==> src/rtl/prescaler_multi.sv <==
// prescaler_multi: per-channel loadable divider producing a 50% duty clock and a half-period tick
module prescaler_multi #(
   parameter int N           = 22,
   parameter int CH          = 2,
   parameter int DIV_DEFAULT = 2**(N-1)-1
) (
   input  logic          clk_in,
   input  logic          rst_n,
   input  logic [CH-1:0] en,
   input  logic          sync,
   input  logic [CH-1:0] div_load,
   input  logic [N-1:0]  div_in,
   output logic [CH-1:0] clk_out,
   output logic [CH-1:0] tick
);
   for (genvar g = 0; g < CH; g++) begin : g_ch
      logic [N-1:0] cnt, div;
      logic         co, tk;
      always_ff @(posedge clk_in or negedge rst_n)
         if (!rst_n) begin
            cnt <= '0;
            div <= N'(DIV_DEFAULT);
            co  <= 1'b0;
            tk  <= 1'b0;
         end else if (div_load[g]) begin
            div <= div_in;
            cnt <= '0;
            co  <= 1'b0;
            tk  <= 1'b0;
         end else if (sync) begin
            cnt <= '0;
            co  <= 1'b0;
            tk  <= 1'b0;
         end else if (!en[g]) begin
            tk  <= 1'b0;
         end else if (cnt == div) begin
            cnt <= '0;
            co  <= ~co;
            tk  <= 1'b1;
         end else begin
            cnt <= cnt + 1'b1;
            tk  <= 1'b0;
         end
      assign clk_out[g] = co;
      assign tick[g]    = tk;
   end
endmodule

==> config.mk <==
export PLATFORM = sky130hd
export DESIGN_NAME = prescaler_multi
export DESIGN_NICKNAME = d
export VERILOG_FILES = /design/src/rtl/prescaler_multi.sv
export SDC_FILE = /design/constraint.sdc
export NUM_CORES = 1
export LEC_CHECK = 0
export CORE_ASPECT_RATIO = 1.4
export CORE_MARGIN = 2
export CORE_UTILIZATION = 55
export CTS_BUF_LIST = sky130_fd_sc_hd__clkbuf_4 sky130_fd_sc_hd__clkbuf_8 sky130_fd_sc_hd__clkbuf_16
export DETAILED_ROUTE_END_ITERATION = 10
export GPL_TIMING_DRIVEN = 0
export PLACE_DENSITY_LB_ADDON = 0.08
export SLEW_MARGIN = 20
export SYNTH_ARGS = -nofsm -noshare
export SYNTH_HDL_FRONTEND = slang
export SYNTH_SLANG_ARGS = --single-unit
export TNS_END_PERCENT = 30
==> constraint.sdc <==
create_clock -name clk_in -period 4.4 [get_ports clk_in]
set_clock_uncertainty 0.05 [all_clocks]
set_input_delay 0.66 -clock clk_in [delete_from_list [all_inputs] [get_ports clk_in]]
set_output_delay 0.66 -clock clk_in [all_outputs]
set_load 0.02 [all_outputs]
==> run metrics <==
most frequent cell after synthesis xor2_1; setup slack of the critical path after layout around 2 ns; instance count after placement with tap cells included approximately 530; crit share post-route between 50% and 60%; worst skew pair latency between 0.3 and 0.4 ns; status completed; via count of the first global-routing pass approximately 3.3k; portion of synthesized cell area occupied by the leading cell type a little over a quarter; type of the most critical hold path primary input to async pin; Final Hold Violating Endpoints 0; share of synthesized flip-flops with an asynchronous set or reset 100.0%; placeable core region between 0.008 and 0.009 sq mm; post-synthesis simple-gate area fraction between 15 and 20%; length of the first detailed-routing pass in iterations 4; detailed-route vias per instance 5.569; post-synthesis mux area share 10.87%; crit-path cells clkdlybuf4s50_1, nor3_2, nor4_2, nand4_1, xor2_1, nor2_1; depth of the most critical reg-to-reg path 6; number of different library cells in the post-synthesis netlist 33; worst relative slew slack between 50% and 60%; CP delay by family, top simple AND/OR/NAND/NOR gates; post-layout minimum cycle time ~2.4 ns; crit path kind primary input to flip-flop; first-pass GRT wire length 15,800 microns; netlist area before placement 0.004558 sq mm; number of endpoints failing setup at the final stage 0; buffer count from post-CTS setup fixing 0; worst hold slack 0.1503 ns; average footprint of a synthesized cell between 10 and 15 sq um; initial drt markers about 120; count of cell instances traversed by the critical path 6; maximum number of pins on one net before global-route repair 58; total of buffers placed on input and output ports 30; pre-CTS setup slack 1.629 ns; HPWL after detailed placement roughly 7100 microns; Max Clk Rate a little over 400 MHz; CTS clock-pin slew for the worst setup and hold paths 0.07 ns; root buffer cell clkbuf_16; FF+latch count, synth between 90 and 100; library cell contributing the largest single delay on the critical path clkdlybuf4s50_1; most area-consuming cells after synthesis dfrtp_1, dfstp_2, xor2_1; CTS Hold Buffers Added 0; Worst-Margin Slew 0.6299 ns; leading cell types by count after synthesis xor2_1, nor2_1, dfrtp_1, mux2_2, dfstp_2; Buffers & Inverters on Critical Path 1; leakage dissipation 0.002174 uW; Syn-to-layout area delta 17.29%; post-synth top area cell dfrtp_1; number of enable flip-flop cells after synthesis 0; required time at the worst-slack endpoint between 4 and 5 ns; Initial Utilization a little under three fifths; fraction of the mapped netlist area in adder cells less than 1%; total overflow reported by the global router 0; synthesized net count between 400 and 500; Synth warnings 0; area share of xor/xnor cells in the synthesized design 15.76%; combinational family with the most area after synthesis simple AND/OR/NAND/NOR gates; Die Footprint around 0.0090 sq mm; die width approximately 81 microns; FILL cells between 600 and 700; fraction of layout cells with a size suffix above 1 28.48%; TritonCTS clock tree built; Critical Path End Type flip-flop; die boundary height between 100 and 150 microns; maximum root-to-sink buffer count 2; DRC viols 0; num ports 33; Main synth FF type dfrtp_1; unrepaired setup endpoints after global routing false; compound-cell area share of the yosys netlist between 2 and 3%; number of instances in the synthesized netlist around 400; TritonCTS buffer count 9; CTS HTree Levels 3; number of antenna violations at the first check in global routing 0; count of instances resized after the clock tree is built 0; Storage cell area 0.002355 sq mm; nature of the critical path startpoint primary input; Power per Cell Area approximately 370 mW/mm^2; sequential-to-total area share from yosys stat approximately half; routability congestion estimate from global placement about 0.86; Maximum Capacitance Violations 0; post-layout instance count excluding filler cells ~550; via total after detailed routing a little over 3k; highest ir drop seen on vdd ~0.00028 V; Total Routed Length ~9500 microns; CTS sink count 92; worst-path maximum fanout 7; ANT nets after route 0; max-slew violation count 0; critical path's largest stage delay approximately 0.7 ns; diode count 0; Overall Global Routing Usage a little under a quarter; area of the multi-input gates 0.002082 sq mm; fin nets roughly 470; num rows 39; arrival time worst endpoint ~2.6 ns; Routed WL per cell 17.32 microns
[flip-flops by register name (all words and copies together), names as in the netlist]
| register | flops |
|---|---|
| g_ch.cnt | 44 |
| g_ch.co | 2 |
| g_ch.div | 44 |
| g_ch.tk | 2 |
[routing by layer]
| metal | vias to the layer above | part of all wire (%) | global-route usage, % |
|---|---|---|---|
| met5 | - | 0 | 0 |
| met4 | 0 | 3.9 | 12.20 |
| met3 | 23 | 2.7 | 4.133 |
| met2 | 54 | 52 | 39.06 |
| met1 | 1517 | 41 | 27.75 |
| li1 | 1458 | - | - |
[layout by cell type (no fill, tap or decap), drive strengths merged, types with 2 or more instances in the layout]
cell type      synthesis  routed
a21oi                  4       4
and3                   4       4
and4                   2       2
buf                   14      16
bufinv                 0       2
clkbuf                 2      11
clkdlybuf4s50          0      29
clkinvlp               0       2
dfrtp                 50      50
dfstp                 42      42
ha                     2       2
inv                   10      13
mux2                  44      44
nand2                 18      18
nand3                 13      13
nand4                 15      15
nor2                  51      51
nor3                   5       5
nor4                  18      18
o21ai                  2       2
o22ai                  2       2
o31ai                  5       5
o32ai                  2       2
or2                    2       2
or3                    5       5
or4                    2       2
xnor2                 19      19
xor2                  63      63
[worst reg2reg max path, stage by stage (launching register included)]
cell and delay, ns:
dfstp_2 0.54, xor2_1 0.08, nor4_1 0.49, nand2_1 0.23, o31ai_1 0.42, buf_2 0.30
a21oi_1 0.08
[final timing paths]
kind,start,slack [ns],to
setup / recovery,sync,1.99,g_ch[1].cnt[20]
hold / removal,rst_n,0.15,g_ch[1].co
setup reg to reg,g_ch[1].div[20],2.10,g_ch[1].cnt[21]
hold reg to reg,g_ch[1].div[21],0.48,g_ch[1].div[21]
max in group asynchronous,rst_n,3.51,g_ch[0].div[17]
min in group clk_in,g_ch[1].div[21],0.48,g_ch[1].div[21]
[final cells by class]
class	instances	share of cell area [%]
Timing Repair Buffer	31	6.155
Multi-Input combinational cell	281	38.94
Inverter	10	0.7021
Clock inverter	7	1.989
Clock buffer	9	4.212
Sequential cell	92	44.04
Tap cell	102	2.387
Buffer	16	1.568
[stage by stage]
step	area, sq um	power [uW]	util [%]	TNS, ns
after global routing	5346	2037	66.00	0
after global placement	4986	1119	61.55	-33.81
after CTS	5346	1986	66.00	0
after floorplan	4558	1045	-	0
after detailed placement	5015	1126	61.91	0
final	5346	1967	66.00	0
[cells by family after synthesis]
| group | after synthesis |
|---|---|
| buffers and inverters | 26 |
| adders and majority gates | 2 |
| AOI/OAI and AO/OA | 16 |
| DFF | 92 |
| muxes | 44 |
| and+or+nand+nor | 137 |
| xor gates and xnor gates | 82 |
[report_power, final]
| part | leakage [uW] | internal, uW | switching (uW) | total [uW] |
|---|---|---|---|---|
| combinational | 0.000883 | 83.0 | 79.8 | 163 |
| sequential | 0.00113 | 917 | 30.5 | 948 |
| clock | 0.000156 | 508 | 348 | 856 |
Power figures use the tool's default switching activity.
